### src/rtl/ifetch32_unit_pkg.sv
// Shared definitions for the instruction-fetch stage:
// decode constants, fetch FSM states and next-PC control bundle.
package ifetch32_unit_pkg;

    localparam logic [5:0] OP_J   = 6'b000010;
    localparam logic [5:0] OP_JAL = 6'b000011;
    localparam logic [5:0] OP_BEQ = 6'b000100;
    localparam logic [5:0] OP_BNE = 6'b000101;
    localparam logic [5:0] FN_JR  = 6'b001000;

    localparam logic [31:0] RESET_PC_DEF = 32'h0000_0000;

    typedef enum logic [1:0] {
        PRIME = 2'd0,
        RUN   = 2'd1,
        HOLD  = 2'd2
    } fetch_state_t;

    typedef struct packed {
        logic jr;
        logic jmp;
        logic jal;
        logic branch;
        logic nbranch;
    } pc_ctrl_t;

endpackage

### src/rtl/ifetch32_unit_next_pc_sel.sv
// Next-PC target mux with word-alignment enforcement.
// Jr outranks jumps, which outrank taken branches.
import ifetch32_unit_pkg::*;

module ifetch32_unit_next_pc_sel (
    input  pc_ctrl_t    ctrl,
    input  logic        zero,
    input  logic [31:0] pc_plus4,
    input  logic [25:0] instr_index,
    input  logic [31:0] read_data_1,
    input  logic [31:0] addr_result,
    output logic [31:0] next_pc,
    output logic        misaligned
);

    logic        take_branch;
    logic [31:0] target;

    assign take_branch = (ctrl.branch & zero) | (ctrl.nbranch & ~zero);

    always_comb begin
        target = pc_plus4;
        priority case (1'b1)
            ctrl.jr:               target = read_data_1;
            ctrl.jmp | ctrl.jal:   target = {pc_plus4[31:28], instr_index, 2'b00};
            take_branch:           target = addr_result;
            default:               target = pc_plus4;
        endcase
    end

    assign next_pc    = {target[31:2], 2'b00};
    assign misaligned = |target[1:0];

endmodule

### src/rtl/ifetch32_unit.sv
// Instruction-fetch stage: PC register, prime/run/hold FSM and
// ROM address generation so rom_data always matches pc.
import ifetch32_unit_pkg::*;

module ifetch32_unit #(
    parameter int          ROM_AW   = 14,
    parameter logic [31:0] RESET_PC = RESET_PC_DEF
) (
    input  logic              clock,
    input  logic              reset,
    output logic [ROM_AW-1:0] rom_addr,
    input  logic [31:0]       rom_data,
    output logic [31:0]       Instruction,
    output logic              instr_valid,
    output logic [31:0]       pc_out,
    output logic [31:0]       branch_base_addr,
    input  logic [31:0]       Addr_result,
    input  logic [31:0]       Read_data_1,
    input  logic              Zero,
    input  logic              Branch,
    input  logic              nBranch,
    input  logic              Jmp,
    input  logic              Jal,
    input  logic              Jr,
    input  logic              stall,
    output logic [31:0]       link_addr,
    output logic              misalign_err
);

    fetch_state_t state;
    pc_ctrl_t     ctrl;
    logic [31:0]  pc;
    logic [31:0]  pc_plus4;
    logic [31:0]  next_pc;
    logic         misaligned;
    logic         advance;

    assign pc_plus4         = pc + 32'd4;
    assign pc_out           = pc;
    assign branch_base_addr = pc_plus4;
    assign Instruction      = rom_data;

    assign ctrl = '{
        jr:      Jr,
        jmp:     Jmp,
        jal:     Jal,
        branch:  Branch,
        nbranch: nBranch
    };

    // PRIME covers the cycle where the ROM has not yet returned data for pc.
    assign instr_valid = !reset && (state != PRIME);
    assign advance     = instr_valid && !stall;

    ifetch32_unit_next_pc_sel u_next_pc_sel (
        .ctrl        (ctrl),
        .zero        (Zero),
        .pc_plus4    (pc_plus4),
        .instr_index (rom_data[25:0]),
        .read_data_1 (Read_data_1),
        .addr_result (Addr_result),
        .next_pc     (next_pc),
        .misaligned  (misaligned)
    );

    // Address the PC that will be current after the edge.
    always_comb begin
        rom_addr = pc[ROM_AW+1:2];
        if (reset) begin
            rom_addr = RESET_PC[ROM_AW+1:2];
        end else if (advance) begin
            rom_addr = next_pc[ROM_AW+1:2];
        end
    end

    always_ff @(posedge clock) begin
        if (reset) begin
            pc           <= RESET_PC;
            state        <= PRIME;
            link_addr    <= 32'd0;
            misalign_err <= 1'b0;
        end else begin
            unique case (state)
                PRIME: begin
                    state <= RUN;
                end
                RUN, HOLD: begin
                    if (stall) begin
                        state <= HOLD;
                    end else begin
                        state <= RUN;
                        pc    <= next_pc;
                        if (Jal) begin
                            link_addr <= pc_plus4;
                        end
                        if (misaligned) begin
                            misalign_err <= 1'b1;
                        end
                    end
                end
                default: begin
                    state <= PRIME;
                end
            endcase
        end
    end

endmodule

### config.mk
export PLATFORM = sky130hd
export DESIGN_NAME = ifetch32_unit
export DESIGN_NICKNAME = d
export VERILOG_FILES = /design/src/rtl/ifetch32_unit_pkg.sv /design/src/rtl/ifetch32_unit_next_pc_sel.sv /design/src/rtl/ifetch32_unit.sv
export SDC_FILE = /design/constraint.sdc
export NUM_CORES = 1
export LEC_CHECK = 0
export CORE_MARGIN = 1
export CORE_UTILIZATION = 35
export DETAILED_ROUTE_END_ITERATION = 8
export PLACE_DENSITY = 0.83
export SKIP_CTS_REPAIR_TIMING = 1
export SLEW_MARGIN = 20
export SYNTH_ARGS = -nofsm -noshare
export SYNTH_HDL_FRONTEND = slang
export SYNTH_SLANG_ARGS = --single-unit
### constraint.sdc
create_clock -name clock -period 2.5 [get_ports clock]
set_input_delay 0.375 -clock clock [delete_from_list [all_inputs] [get_ports clock]]
set_output_delay 0.375 -clock clock [all_outputs]
set_load 0.05 [all_outputs]
# ---- Word level (Yosys, flattened, before mapping)
# Cells that the tools add are included.
dict set report word_totals {
  inputBits 105
  reg_bits 65
  out_inout_bits 144
  wordCells 31
}
dict set report classes {
  n_bitwise 6
  n_addsub 1
  n_reduce_logical 11
  eq_ne 2
  muxes 7
}
# cell n
set op_table {}
lappend op_table {{32-bit two-way mux} 3}
lappend op_table {{32-bit by 3-bit adder with 32-bit output (second input constant)} 1}
lappend op_table {{14-bit two-way mux} 2}
lappend op_table {{3-bit AND reduction} 2}
lappend op_table {{2-bit case mux with 2 select lines} 1}
lappend op_table {{2-bit OR reduction} 2}
lappend op_table {{1-bit AND} 2}
lappend op_table {{2-bit by 1-bit equality test with 1-bit output (second input constant)} 1}
lappend op_table {{2-bit equality test (second input constant)} 1}
lappend op_table {{1-bit logical AND} 2}
lappend op_table {{1-bit zero test} 2}
lappend op_table {{2-bit zero test} 1}
lappend op_table {{2-bit two-way mux} 1}
lappend op_table {{1-bit inverter} 2}
lappend op_table {{1-bit OR} 2}
lappend op_table {{2-bit AND reduction} 1}
lappend op_table {{2-bit nonzero test} 1}

# ---- Logic depth before layout (Yosys ltp)
dict set report logic_depth {
  ltp_word 8
  depth_mapped 8
  ltp_nobuf 7
}

# ---- Hierarchy
# From an unflattened synthesis, not the netlist that was laid out.
dict set report hier_totals {
  hier_cells 615
  area_unflattened_um2 4595.7
}
# mod area_each_um2 cells_each instances seq_area_each_um2
set modules_own_cells {}
lappend modules_own_cells {ifetch32_unit 3498.4 467 1 1341.3}
lappend modules_own_cells {ifetch32_unit_next_pc_sel 1097.3 148 1 0.0}

# ---- Worst setup path before layout
# Ideal clock, no wire load.
dict set report synth_path {
  path_type {reg-to-output}
  startpoint {reg pc[2] (netlist: pc_out[2])}
  endpoint {out rom_addr[10]}
  stages_incl_launch_ff 7
  arrival_ns 3.695
  slack_ns -1.570
  path_buffers 0
  required_time_ns 2.125
  path_cell_list {dfxtp_1 ha_1 and4_1 nand3_1 xnor2_1 o21ai_0 o21ai_0}
}
dict set report synth_between {
  elab_chain_len 6
}
# item line
set synth_lines {}
lappend synth_lines {{start, declared} ifetch32_unit.sv:32} ;# logic [31:0] pc;
lappend synth_lines {{start signal, assigned} ifetch32_unit.sv:92} ;# pc <= next_pc;
lappend synth_lines {{32-bit by 3-bit adder with 32-bit output} ifetch32_unit.sv:38} ;# assign pc_plus4 = pc + 32'd4;
lappend synth_lines {{via branch_base_addr[12]} ifetch32_unit.sv:16} ;# output logic [31:0] branch_base_addr,
lappend synth_lines {{32-bit two-way mux (3 in a row)} ifetch32_unit_next_pc_sel.sv:23} ;# priority case (1'b1)
lappend synth_lines {{14-bit two-way mux} ifetch32_unit.sv:71} ;# end else if (advance) begin
lappend synth_lines {{14-bit two-way mux} ifetch32_unit.sv:69} ;# if (reset) begin
lappend synth_lines {{end, declared} ifetch32_unit.sv:11} ;# output logic [ROM_AW-1:0] rom_addr,
# The timed path passes the listed nets, and every way through them passes these cells.

# ---- Worst setup path in the final report
dict set report layout_path {
  startpoint {reg pc[3] (netlist: pc_out[3])}
  endpoint {out rom_addr[6]}
}
dict set report layout_between {
  elab_chain_len 6
}
# item line
set layout_lines {}
lappend layout_lines {{32-bit by 3-bit adder with 32-bit output} ifetch32_unit.sv:38}
lappend layout_lines {{32-bit two-way mux (3 in a row)} ifetch32_unit_next_pc_sel.sv:23}
lappend layout_lines {{14-bit two-way mux} ifetch32_unit.sv:71}
lappend layout_lines {{14-bit two-way mux} ifetch32_unit.sv:69}
# No other way between the ends.

==> reports/results.ini <==
[run_status]
outcome = complete, but fails checks
violations = setup timing

[floorplanning]
fp.dieW_microns = 115.5
io_pins = 249
fp.dieArea_sq_mm = 0.01333
die_y_microns = 115.5
initial_core_util = 0.3586
num_rows = 41
core_area_sq_mm = 0.01257

[placement]
port_buffers = 230
place_area_sq_mm = 0.007672
dp_hpwl_microns = 14630
globalplace.congestion = 0.8911

[setup_path]
cp-start-kind = register
reg2regPathDepth = 7
crit_start = pc_out[3]
setup.worst_path.end_class = primary output
crit_type = reg2out
rr_startpoint = pc_out[9]
crit_path_max_fanout = 6
regToRegEndpoint = pc_out[31]
crit_end = rom_addr[6]
ff2ff_setup_slack_ps = 480
required_ps = 2120
arrival_ps = 2170

[sta]
slew_headroom = 0.6335
drv_slew = 0
setup_viol = 5
skew_ps = 6.809
hold_violations = 0
worstMarginPinSlew_ps = 545.1
fmax_mhz = 392.6
whs_ps = 463.2
grt_setup_unrepaired = yes
fin_ws_ps = -46.93
fin_crit_ps = 2547
fin_crit_sh = 1.019

[grt]
grt_max_degree = 27
grt_pass1_wl_microns = 28010
grt.total_usage = 0.2767
grt_pass1_vias = 5095
gr-total-overflow = 0
antenna_found_initial = 0

[power_and_ir_drop]
combPwrFrac = 0.423
p_switching_mw = 1.722
p_int_mw = 2.771
power.leakage_nw = 3.447
ir_drop_mv = 0.4082
power_mw = 4.492
seqPwrFrac = 0.271
swShare = 0.3832
power.clock.fraction = 0.306
p_per_area_mw_per_mm2 = 534.7

[logic_synthesis]
seq_area_frac_synth = 0.2798
ys.flop_type = dfxtp_1
yosysMostFrequentCell = dfxtp_1
syn_area_per_cell_sq_um = 7.474
synth_top_area_cell = dfxtp_1
synthTopCellsByArea = dfxtp_1 28%, buf_4 7.0%, o21ai_0 6.3%, nand2_1 4.7%, nor2_1 4.6%
ys_seq_elements = 63
synth_cells = 603
netlist.area_leader.share = 0.2798
synth.distinct_cells = 63
yosys_warnings = 0
synth_edf_count = 0
syn_area_sq_mm = 0.004507
synthTopCellsByCount = 63 x dfxtp_1, 57 x o21ai_0, 56 x nand2_1
async_flop_share = 0

[routing]
route.detailed.drc = 0
drt-initial-drc-count = 408
vias = 5721
ant_nets = 0
via_per_inst = 5.642
routed_wl_microns = 19850
drt_pass1_iterations = 6
drt-wirelength-per-cell_microns = 19.57

[clock_tree]
htreeDepth = 3
cts_tree = built
cts-root-buf = clkbuf_16
path_clk_slew_ps = 60
clock_latency_ps = 350
clock_path_buffers = 2
cts.sinks = 63
numCtsBuffers = 9

[cells_and_area]
nets = 945
area_growth_pct = 86.42
fill_cells = 941
drive_gt1_frac = 0.2803
finish.utilization = 0.6685
design_area_sq_mm = 0.008402
insertedDiodeCount = 0

[hold_path]
hp-class = reg2reg
whs_path_depth = 2

[run]
cap_viol_max_count = 0

## power by group through the flow
stage	registers (mW)	logic [mW]	clock network [mW]
detailed placement	1.22	1.83	0
floorplan	1.46	0.832	0
finish	1.22	1.90	1.37
CTS	1.20	1.84	1.38
global route	1.23	1.98	1.42
global placement	1.22	1.82	0
## how the worst min path moves through the flow
stage          slack, ps    startpoint            to
3_3_place_gp         440  link_addr[3]  link_addr[3]
2_1_floorplan        530      state[1]      state[0]
6_report             460  link_addr[2]  link_addr[2]
4_1_cts              460  link_addr[2]  link_addr[2]
3_5_place_dp         460  link_addr[2]  link_addr[2]
5_1_grt              490  link_addr[2]  link_addr[2]
## cells by family after synthesis
kind of cell,after synthesis,share of synthesized area
XOR/XNOR,25,0.04858
AO/OA/AOI/OAI,177,0.2693
multiplexers,4,0.009162
buffers and inverters,99,0.1205
adder cells (fa/ha/maj),3,0.008330
other,1,0.0008321
AND/OR/NAND/NOR,231,0.2635
flip-flops,63,0.2798
## registers in the layout, indices dropped and copies added, names as in the netlist
| signal | cells |
|---|---|
| link_addr | 30 |
| state | 2 |
| misalign_err | 1 |
| pc_out | 30 |
## cell type report
| type | instances | area [sq um] | area share |
|---|---|---|---|
| multi-input combinational | 446 | 3294 | 0.3921 |
| inverter | 14 | 52.55 | 0.006255 |
| clock buffer | 14 | 285.3 | 0.03395 |
| tap | 172 | 215.2 | 0.02561 |
| clock inverter | 2 | 35.03 | 0.004170 |
| timing repair buffer | 303 | 3219 | 0.3832 |
| sequential | 63 | 1300 | 0.1547 |
## layer usage
| metal | global-route usage | wire length [microns] |
|---|---|---|
| met5 | 0 | 0 |
| met3 | 0.06747 | 1762 |
| met1 | 0.3514 | 7898 |
| met4 | 0.09870 | 566 |
| met2 | 0.4559 | 9621 |
## placed cells by master (no fill, tap or decap), drive strengths merged, types with 5 or more instances in the layout
cell type,netlist,final
and3,14,14
nand2b,14,14
a311oi,5,5
clkdlybuf4s50,0,181
dlymetal6s2s,0,8
o21ai,58,58
nand2,56,56
dfxtp,63,63
and4,7,7
nor3,13,13
nor2,56,56
buf,55,114
a31oi,5,5
o21a,5,5
nand4,9,9
xor2,13,13
a221o,8,8
conb,1,6
a221oi,9,9
o22ai,5,5
inv,14,14
xnor2,12,12
clkbuf,30,14
o21ba,9,9
or3,9,9
nand3,35,35
nor4,6,6
o31ai,9,9
a21oi,28,28
a211oi,7,7
## critical path: stages (launching register included)
cell and delay, ps:
dfxtp_4 390, ha_4 160, nand4_1 160, or3_4 440
a31oi_4 200, a211oi_2 80, o31ai_4 220, buf_12 170
## stage by stage
| stage | setup TNS, ps | setup WS (ps) | std cells |
|---|---|---|---|
| after floorplan | -261.2 | -118.0 | 608 |
| after global placement | -990.4 | -155.6 | 989 |
| after detailed placement | -1464 | -194.2 | 989 |
| after CTS | -4042 | -264.0 | 1005 |
| after global routing | -557.6 | -100.2 | 1014 |
| final | -88.05 | -46.93 | 1014 |
(Power assumes the default switching activity.)
